--- src/rtl/cpu_axi_pkg.sv ---
// Shared AXI constants and small types used by the CPU-side AXI bridges.
package cpu_axi_pkg;

  localparam int          ID_W       = 4;
  localparam logic [1:0]  BURST_INCR = 2'b01;
  localparam logic [1:0]  SIZE_WORD  = 2'b10;
  localparam logic [7:0]  LEN_SINGLE = 8'd0;

  typedef logic [ID_W-1:0] axi_id_t;

  // AXI ARSIZE is 3 bits; the SRAM-side size only ever covers 1/2/4 bytes.
  function automatic logic [2:0] to_axsize(input logic [1:0] size);
    return {1'b0, size};
  endfunction

endpackage

--- src/rtl/inst_axi_rd_bridge.sv ---
// Instruction-side SRAM-like to AXI4 read bridge: one registered AR slot,
// bounded outstanding reads, in-order single-beat returns.
module inst_axi_rd_bridge
  import cpu_axi_pkg::*;
#(
  parameter int      MAX_OUTSTANDING = 2,
  parameter axi_id_t ARID_VAL        = 4'h0
) (
  input  logic        clk,
  input  logic        resetn,

  input  logic        inst_sram_req,
  input  logic        inst_sram_wr,
  input  logic [1:0]  inst_sram_size,
  input  logic [3:0]  inst_sram_wstrb,
  input  logic [31:0] inst_sram_addr,
  input  logic [31:0] inst_sram_wdata,
  output logic        inst_sram_addr_ok,
  output logic        inst_sram_data_ok,
  output logic [31:0] inst_sram_rdata,

  output logic [3:0]  arid,
  output logic [31:0] araddr,
  output logic [7:0]  arlen,
  output logic [2:0]  arsize,
  output logic [1:0]  arburst,
  output logic [1:0]  arlock,
  output logic [3:0]  arcache,
  output logic [2:0]  arprot,
  output logic        arvalid,
  input  logic        arready,

  input  logic [3:0]  rid,
  input  logic [31:0] rdata,
  input  logic [1:0]  rresp,
  input  logic        rlast,
  input  logic        rvalid,
  output logic        rready
);

  localparam int               CNT_W   = $clog2(MAX_OUTSTANDING + 1);
  localparam logic [CNT_W-1:0] MAX_CNT = CNT_W'(MAX_OUTSTANDING);
  localparam logic [CNT_W-1:0] CNT_ONE = CNT_W'(1);

  logic             ar_valid_q;
  logic [31:0]      ar_addr_q;
  logic [1:0]       ar_size_q;
  logic [CNT_W-1:0] out_cnt;

  logic ar_fire;
  logic r_fire;
  logic accept;
  logic cnt_room;

  // Write-side inputs and response status have no role in an instruction
  // read path; rresp errors still hand their data to the fetch stage.
  logic unused_inputs;
  assign unused_inputs = ^{inst_sram_wr, inst_sram_wstrb, inst_sram_wdata, rresp};

  // Fetch always accepts returning data, so R is ready whenever out of reset.
  assign rready  = resetn;
  assign ar_fire = ar_valid_q & arready;
  assign r_fire  = rvalid & rready;

  // A slot frees up either because it is empty or because it fires this
  // cycle; a full counter is relieved by a same-cycle return.
  assign cnt_room = (out_cnt < MAX_CNT) | r_fire;
  assign accept   = resetn & inst_sram_req & (~ar_valid_q | arready) & cnt_room;

  assign inst_sram_addr_ok = accept;
  assign inst_sram_data_ok = r_fire;
  assign inst_sram_rdata   = rdata;

  assign arid    = ARID_VAL;
  assign araddr  = ar_addr_q;
  assign arlen   = LEN_SINGLE;
  assign arsize  = to_axsize(ar_size_q);
  assign arburst = BURST_INCR;
  assign arlock  = 2'b00;
  assign arcache = 4'b0000;
  assign arprot  = 3'b000;
  assign arvalid = ar_valid_q;

  // AR slot: load on accept, drain on handshake, hold while stalled.
  always_ff @(posedge clk) begin
    if (!resetn) begin
      ar_valid_q <= 1'b0;
      ar_addr_q  <= 32'h0;
      ar_size_q  <= SIZE_WORD;
    end else if (accept) begin
      ar_valid_q <= 1'b1;
      ar_addr_q  <= inst_sram_addr;
      ar_size_q  <= inst_sram_size;
    end else if (ar_fire) begin
      ar_valid_q <= 1'b0;
    end
  end

  // Outstanding-read counter; a stray return at zero leaves it at zero.
  always_ff @(posedge clk) begin
    if (!resetn) begin
      out_cnt <= '0;
    end else if (accept && !r_fire) begin
      out_cnt <= out_cnt + CNT_ONE;
    end else if (r_fire && !accept && out_cnt != '0) begin
      out_cnt <= out_cnt - CNT_ONE;
    end
  end

  // A return with nothing outstanding means the slave or fabric misbehaved.
  a_no_stray_return: assert property (@(posedge clk) disable iff (!resetn)
    r_fire |-> (out_cnt != '0));

  // Single-ID, single-beat traffic only.
  a_rid_match: assert property (@(posedge clk) disable iff (!resetn)
    r_fire |-> (rid == ARID_VAL));

  a_rlast_set: assert property (@(posedge clk) disable iff (!resetn)
    r_fire |-> rlast);

endmodule

--- config.mk ---
export PLATFORM = sky130hd
export DESIGN_NAME = inst_axi_rd_bridge
export DESIGN_NICKNAME = d
export VERILOG_FILES = /design/src/rtl/cpu_axi_pkg.sv /design/src/rtl/inst_axi_rd_bridge.sv
export SDC_FILE = /design/constraint.sdc
export NUM_CORES = 1
export LEC_CHECK = 0
export BUFFER_PORTS_ARGS = -buffer_cell sky130_fd_sc_hd__buf_2
export CORE_AREA = 2 2 82 84
export CTS_CLUSTER_DIAMETER = 50
export DETAILED_ROUTE_END_ITERATION = 10
export DIE_AREA = 0 0 84 86
export PLACE_DENSITY = 0.77
export SLEW_MARGIN = 20
export SYNTH_ARGS = -nofsm -noshare
export SYNTH_HDL_FRONTEND = slang
export SYNTH_SLANG_ARGS = --single-unit
--- constraint.sdc ---
create_clock -name clk -period 2.15 [get_ports clk]
set_input_delay 0 -clock clk [delete_from_list [all_inputs] [get_ports clk]]
set_output_delay 0 -clock clk [all_outputs]
set_load 0.005 [all_outputs]
==> impl_metrics.toml, run 1 <==
[final_layout]
finalInstanceArea_sq_um = 2460
fill_cells = 624
drive_gt1_share_pct = 33.5
nNetsFinal = 380
syn_to_final_growth_pct = 29.1
multi_input_area_sq_um = 771
register_area_sq_um = 741
diodes = 0

[setup_path]
critPathKind = "reg2out"
max_stage_delay_ps = 390
crit_slowest_cell = "dfxtp_1"
crit_top_cell = "inv_1"
r2r_start = "out_cnt[1]$_SDFFE_PN0P_"
critPathMaxFanout = 36
r2r_cells = 5
arrival_ps = 1480
cp_cell_sequence = "inv_1 > o2111ai_4 > buf_12 > inv_1 > buf_2"
ff2ff_setup_slack_ps = 710
critical-path-top-delay-family = "buffers and inverters"
crit_path_end_kind = "output port"
critPathBufInv = 4
cp-start-kind = "flip-flop"
crit_required_ps = 2150
regToRegEndpoint = "araddr[29]$_SDFFE_PN0P_"

[synth]
synthArstFlopShare_pct = 0
postSynthCellCount = 190
synth_seq_cells = 37
yosysWarnings = 0
synthFlopType = "dfxtp_1"
yosys.area.top_type = "dfxtp_1"
syn_area_sq_um = 1910
synth_cell_types = 22
yosysSeqAreaShare_pct = 38.8
synth.area.top_cells = "dfxtp_1 (39%), buf_4 (23%), mux2i_1 (18%)"
synth_most_common_cell = "buf_4"
synth-edff-count = 0
syn_area_per_cell_sq_um = 10.0
yosys-top-cells-count = "buf_4 (58), dfxtp_1 (37), nor2b_1 (35), mux2i_1 (34), clkbuf_1 (4)"
synth_top_area_share_pct = 38.8

[clocking]
cts_max_path_buffers = 2
clock_latency_ps = 280
cts_resized = 0
cts_tree = "yes"
cts_inserted_buffers = 5
clkTransAtPathRegs_ps = 70
htreeDepth = 2
cts.sinks = 37
root_buffer = "clkbuf_8"

[global_routing]
grt.overflow.total = 0
grt_first_pass_wirelength_mm = 6.21
grt_max_degree = 43
grt_pass1_vias = 1404
grt_use_total_pct = 10.7
antenna_found_initial = 0

[floorplan]
initial_core_util_pct = 30.4
die_w_um = 84
dieArea_sq_um = 7220
io_pins = 209
fp.dieH_um = 86
row_count = 29
core_area_sq_um = 6280

[sta]
setup_viol = 0
hold_violations = 0
grt_setup_unrepaired = "false"
min_period_ps = 1480
tightest_slew_ps = 610
finClkSkew_ps = 2.72
setup_slack_ps = 665
finalSetupTns_ps = 0
finalCritPeriodShare_pct = 69.1
maxSlewViolCount = 0
relSlewSlack_pct = 59.3
fmax_ghz = 0.673

[hold_path]
hold_end = "inst_sram_rdata[4]"
worstHoldPathCells = 0
min_from = "rdata[4]"
hold_class = "in2out"

[run_status]
status = "finished clean"

[drt]
vias = 1402
routedWlPerCell_um = 11.1
detail-route-antenna-nets = 0
drc = 0
dr.pass1.iters = 4
viasPerCell = 4.09
drtIter0Drc = 40
routed_wl_mm = 3.80

[place]
port_buffers = 76
place_area_sq_um = 2020
place_ws_ps = 733
place.gp.congestion = 0.660
hpwl_mm = 2.29

[power_and_ir_drop]
powerDensity_nw_per_um2 = 620
vdd_drop_max_v = 0.000331
power.leakage_nw = 1.30
p_total_mw = 1.52

[flow_run]
drv_cap = 0
## routing by layer
| layer | global-route usage [%] | share of wire, % | vias up |
|---|---|---|---|
| met2 | 19.8 | 48 | 69 |
| met5 | 0 | 0 | - |
| met4 | 5.28 | 2.7 | 0 |
| li1 | - | - | 680 |
| met3 | 4.04 | 9.1 | 18 |
| met1 | 10.5 | 40 | 635 |
## state kept, by name (all words and copies together), names as in the netlist
| signal | count |
|---|---|
| araddr | 32 |
| ar_size_q | 2 |
| out_cnt | 2 |
| arvalid | 1 |
## logic make-up (layout without fill, tap and decap cells)
logic type             after synthesis  count (layout)  share of synthesized area, %
and+or+nand+nor                     42              42                          14.2
muxes                               34              34                          17.8
AOI/OAI and AO/OA                    7               7                          2.69
other                                2              24                         0.394
DFF                                 37              37                          38.8
buffers and inverters               68             122                          26.0
## where the power goes
group          internal [mW]  leakage [nW]  switching [mW]
Combinational          0.147         0.945           0.101
Sequential             0.720         0.303          0.0181
Clock                  0.290        0.0542           0.248
Total                   1.16          1.30           0.367
## how the worst max path moves through the flow
stage	cells past startpoint	start	slack, ps	end
after floorplan	4	arvalid$_SDFFE_PN0P_	780	out_cnt[0]$_SDFFE_PN0P_
after global placement	5	out_cnt[1]$_SDFFE_PN0P_	780	ar_size_q[1]$_SDFFE_PN1P_
after detailed placement	5	out_cnt[1]$_SDFFE_PN0P_	730	ar_size_q[1]$_SDFFE_PN1P_
after CTS	5	out_cnt[1]$_SDFFE_PN0P_	650	inst_sram_addr_ok
after global routing	5	out_cnt[1]$_SDFFE_PN0P_	570	inst_sram_addr_ok
final	5	out_cnt[1]$_SDFFE_PN0P_	670	inst_sram_addr_ok
## placed cells by master, fill, tap and decap left out
cell type and n:
nor4b_1 1, dlygate4sd3_1 34, o31ai_1 1, nand2_1 1
a311o_1 1, inv_2 1, buf_12 1, nand3_1 1
or3_4 1, o21ai_0 2, clkbuf_8 7, and2_1 1
dfxtp_1 37, nand2b_1 1, buf_2 76, inv_1 2
mux2i_1 34, a22oi_1 1, and4_4 1, nor2b_1 35
o2111ai_4 1, a21boi_0 1, conb_1 24, clkinv_2 1
## per-stage QoR
| stage | std cells | utilization (%) | hold WS, ps |
|---|---|---|---|
| finish | 343 | 39.2 | 0.00197 |
| global placement | 301 | 32.2 | 0.0346 |
| floorplan | 212 | - | 80.8 |
| CTS | 343 | 39.2 | 0.0346 |
| detailed placement | 301 | 32.2 | 0.0346 |
| global route | 343 | 39.2 | 0.00854 |
## worst register-to-register path, delay by kind of cell (launching register included)
kind            cells  cell delay (ps)
compound gates      1              220
buf+inv             2              390
mux                 1              270
simple gates        1               60
flops               1              390
## layout make-up
class	count	area share (%)
multi-input combinational	107	31.3
sequential	37	30.1
timing repair buffer	111	30.1
clock buffer	7	3.91
tap	77	3.91
inverter	3	0.458
clock inverter	1	0.203
## timing repair
item	4_1_cts	5_1_grt
hold buffers	34	0
hold endpoints to repair	34	0
setup buffers	0	0
(Power assumes the default switching activity.)
==> run 2: changes to the inputs <==
Settings changed: CORE_AREA 2 2 82 84 to 2 2 81 83, DIE_AREA 0 0 84 86 to 0 0 83 85, PLACE_DENSITY 0.77 to 0.79.
Clock period 2.15 ns to 1.5 ns, I/O delays scaled along.
==> run 2 against run 1 <==
Non-clock buffer count up 4. Clock skew up 2.2 ps. Sequential power up 43%. Cell count up 1.2%. Largest cell class is now non-clock buffers. Largest power group unchanged.
==> impl_metrics.toml, run 2 (same netlist as run 1, synthesis figures left out) <==
[run_status]
status = "finished clean"

[power_and_ir_drop]
powerDensity_nw_per_um2 = 839
vdd_drop_max_v = 0.000523
p_total_mw = 2.11
power.leakage_nw = 1.33

[clocking]
clock_latency_ps = 280
cts.sinks = 37
cts_inserted_buffers = 5
postCtsSetupBuffers = 0
cts_tree = "yes"
cts_max_path_buffers = 2
root_buffer = "clkbuf_8"
clkTransAtPathRegs_ps = 70
htreeDepth = 2

[global_routing]
grt_pass1_vias = 1387
grt_use_total_pct = 11.3
grt.overflow.total = 0
antenna_found_initial = 0
grt_first_pass_wirelength_mm = 6.49
grt_max_degree = 24

[drt]
viasPerCell = 4.19
dr.pass1.iters = 4
routed_wl_mm = 4.32
routedWlPerCell_um = 12.4
detail-route-antenna-nets = 0
drc = 0
drtIter0Drc = 28
vias = 1453

[floorplan]
io_pins = 209
fp.dieH_um = 85
dieArea_sq_um = 7060
core_area_sq_um = 6200
row_count = 29
die_w_um = 83
initial_core_util_pct = 30.7

[final_layout]
utilization_pct = 40.6
final_common_cell = "buf_2"
final_cells = 347
largest_reg_flops = 32
diodes = 0
fill_cells = 613
register_area_sq_um = 742
drive_gt1_share_pct = 33.7
syn_to_final_growth_pct = 32.1
nNetsFinal = 384
multi_input_area_sq_um = 771
final_cell_mix = "buf_2 (76), dfxtp_1 (36), nor2b_1 (35)"

[sta]
finClkSkew_ps = 4.97
finalCritPeriodShare_pct = 94.5
maxSlewViolCount = 0
hold_violations = 0
min_period_ps = 1420
fmax_ghz = 0.706
whs_ps = 0.00224
grt_setup_unrepaired = "false"
finalSetupTns_ps = 0
setup_viol = 0

[setup_path]
critPathKind = "reg2out"
crit_required_ps = 1500
crit_path_end_kind = "output port"
cp-start-kind = "flip-flop"
critPathMaxFanout = 6
arrival_ps = 1420

[place]
port_buffers = 76
place.gp.congestion = 0.661
dp_cells = 303
hpwl_mm = 2.71

[flow_run]
drv_cap = 0

[hold_path]
hold_class = "in2out"
==> run 2: cell types whose count changed in the layout (fill, tap and decap cells not counted), sizes merged <==
cell,previous run,this run
buf,77,79
clkinv,1,0
clkbuf,7,10
==> run 2: cell type report <==
| cell class | instances | area share (%) |
|---|---|---|
| clock buffers | 8 | 3.18 |
| well taps | 77 | 3.83 |
| repair buffers | 115 | 32.5 |
| flip-flops and latches | 37 | 29.5 |
| inverters | 3 | 0.447 |
| multi-input cells | 107 | 30.6 |
==> run 2: through the flow <==
step	setup slack [ps]	area (sq um)
after floorplan	131	1990
after global placement	126	2050
after detailed placement	112	2050
after CTS	40.6	2470
after global routing	1.29	2520
final	82.9	2520
==> run 2: what timing repair did <==
action | CTS | global route
hold buffers | 34 | 0
setup endpoints to repair | 0 | 1
hold endpoints to repair | 34 | 0
resized for setup | 0 | 1
==> run 2: worst paths after layout <==
kind	startpoint	to	slack, ps	cells after the start
worst max-delay path	out_cnt[1]$_SDFFE_PN0P_	inst_sram_addr_ok	80	5
worst min-delay path	rdata[3]	inst_sram_rdata[3]	0.002	0
worst max register to register	out_cnt[1]$_SDFFE_PN0P_	araddr[21]$_SDFFE_PN0P_	90	5
worst min register to register	ar_size_q[1]$_SDFFE_PN1P_	ar_size_q[1]$_SDFFE_PN1P_	500	2
==> run 2: power by group <==
part           internal [mW]  switching [mW]
clock network          0.330           0.336
registers               1.03          0.0262
logic                  0.232           0.157
total                   1.59           0.519
==> run 2: layer usage <==
layer  up-vias  track usage (%)  share of wire, %
li1        689                -                 -
met1       675             12.0                40
met2        79             20.4                50
met3        10             4.09               8.7
met4         0             4.62               1.4
met5         -                0                 0
==> run 2: worst max-delay path, cell delays in order, from the launching register on <==
cell       delay (ps)
dfxtp_2           350
inv_1              80
o2111ai_4         350
buf_12            190
inv_1              50
buf_2             120
==> run 3: changes to the inputs <==
Settings changed: CORE_AREA 2 2 81 83 to default, CORE_UTILIZATION from default to 30, DIE_AREA 0 0 83 85 to default, PLACE_DENSITY 0.79 to 0.77.
Clock period 1.5 ns to 1.7 ns, I/O delays scaled along.
==> run 3 against run 2 <==
Clock skew hardly changed. Largest power group unchanged. Global-route usage about the same. First-iteration DRC count fell by 21%. Non-clock buffer count decreased by 4. Clock-buffer cell count decreased by 1. Flip-flop and latch count unchanged. Power shrank 9.0%. Die area shrank 5.3%. Sequential share of layout area grew 0.70 points. Utilization grew 0.17 points.
==> impl_metrics.toml, run 3 (same netlist as run 1, synthesis figures left out) <==
[final_layout]
fill_cells = 592
final_common_cell = "buf_2"
final_cell_mix = "buf_2 (76), dfxtp_1 (37), nor2b_1 (35)"
nNetsFinal = 380
finalInstanceArea_sq_um = 2460
syn_to_final_growth_pct = 28.8
diodes = 0
final_cells = 341
largest_reg_flops = 32
utilization_pct = 40.8
drive_gt1_share_pct = 33.8

[place]
hpwl_mm = 2.28
place.gp.congestion = 0.634
place_ws_ps = 255
dp_cells = 300
port_buffers = 76
place_area_sq_um = 2020

[setup_path]
critPathMaxFanout = 36
crit_path_end_kind = "output port"
crit_required_ps = 1700
critPathKind = "reg2out"
arrival_ps = 1480
cp-start-kind = "flip-flop"

[sta]
finalSetupTns_ps = 0
setup_slack_ps = 223
setup_viol = 0
whs_ps = 0.00227
hold_violations = 0
fmax_ghz = 0.677
maxSlewViolCount = 0
min_period_ps = 1480
finalCritPeriodShare_pct = 86.9
finClkSkew_ps = 5.08
grt_setup_unrepaired = "false"

[power_and_ir_drop]
power.leakage_nw = 1.30
powerDensity_nw_per_um2 = 783
p_total_mw = 1.92
vdd_drop_max_v = 0.000329

[clocking]
clock_latency_ps = 280
cts_resized = 0
htreeDepth = 2
postCtsSetupBuffers = 0
root_buffer = "clkbuf_8"
cts_tree = "yes"
cts.sinks = 37
cts_inserted_buffers = 5
clkTransAtPathRegs_ps = 70
cts_max_path_buffers = 2

[global_routing]
grt_use_total_pct = 11.3
grt_pass1_vias = 1254
grt.overflow.total = 0
grt_max_degree = 37
antenna_found_initial = 0
grt_first_pass_wirelength_mm = 5.61

[drt]
drc = 0
routedWlPerCell_um = 11.2
drtIter0Drc = 22
detail-route-antenna-nets = 0
viasPerCell = 4.10
dr.pass1.iters = 4
routed_wl_mm = 3.83
vias = 1399

[floorplan]
fp.dieH_um = 81.7
dieArea_sq_um = 6680
core_area_sq_um = 6030
initial_core_util_pct = 31.6
row_count = 28
io_pins = 209
die_w_um = 81.7

[run_status]
status = "finished clean"

[flow_run]
drv_cap = 0

[hold_path]
hold_class = "in2out"
-- run 3: cell count changes in the layout (fill, tap and decap cells not counted), sizes merged --
cell,before,now
dlygate4sd3,34,33
buf,79,78
clkinv,0,1
clkbuf,10,7
-- run 3: final cells by class --
| cell class | instances | area, sq um | share of cell area, % |
|---|---|---|---|
| clock buffer | 7 | 96.3 | 3.92 |
| sequential | 37 | 741 | 30.2 |
| timing repair buffer | 111 | 738 | 30.1 |
| inverter | 3 | 11.3 | 0.458 |
| tap | 75 | 93.8 | 3.82 |
| multi-input combinational | 107 | 771 | 31.4 |
| clock inverter | 1 | 5.00 | 0.204 |
-- run 3: report_power, final --
| group | total [mW] | switching (mW) | internal (mW) |
|---|---|---|---|
| sequential | 0.934 | 0.0225 | 0.911 |
| clock | 0.674 | 0.308 | 0.367 |
| combinational | 0.316 | 0.129 | 0.186 |
| total | 1.92 | 0.459 | 1.46 |
-- run 3: critical path, cell delays in order (launching register included) --
cell	delay, ps
dfxtp_1	380
inv_1	100
o2111ai_4	230
buf_12	280
inv_1	70
buf_2	130
-- run 3: routing by layer --
layer	vias up	part of all wire, %	global-route usage (%)
met3	15	8.2	4.22
met2	74	49	19.5
met1	630	41	12.0
met5	-	0	0
met4	0	1.6	5.61
li1	680	-	-
-- run 3: worst paths after layout --
path / from / end / slack [ps] / depth (start not counted)
min: rdata[3] / inst_sram_rdata[3] / 0.002 / 0
max: out_cnt[1]$_SDFFE_PN0P_ / inst_sram_addr_ok / 220 / 5
min reg2reg: ar_size_q[1]$_SDFFE_PN1P_ / ar_size_q[1]$_SDFFE_PN1P_ / 490 / 2
max reg2reg: out_cnt[1]$_SDFFE_PN0P_ / araddr[5]$_SDFFE_PN0P_ / 250 / 5
-- run 3: timing repair --
item                                   4_1_cts  5_1_grt
setup endpoints to repair                    0        0
endpoints found under the hold margin       33        0
hold buffers                                33        0
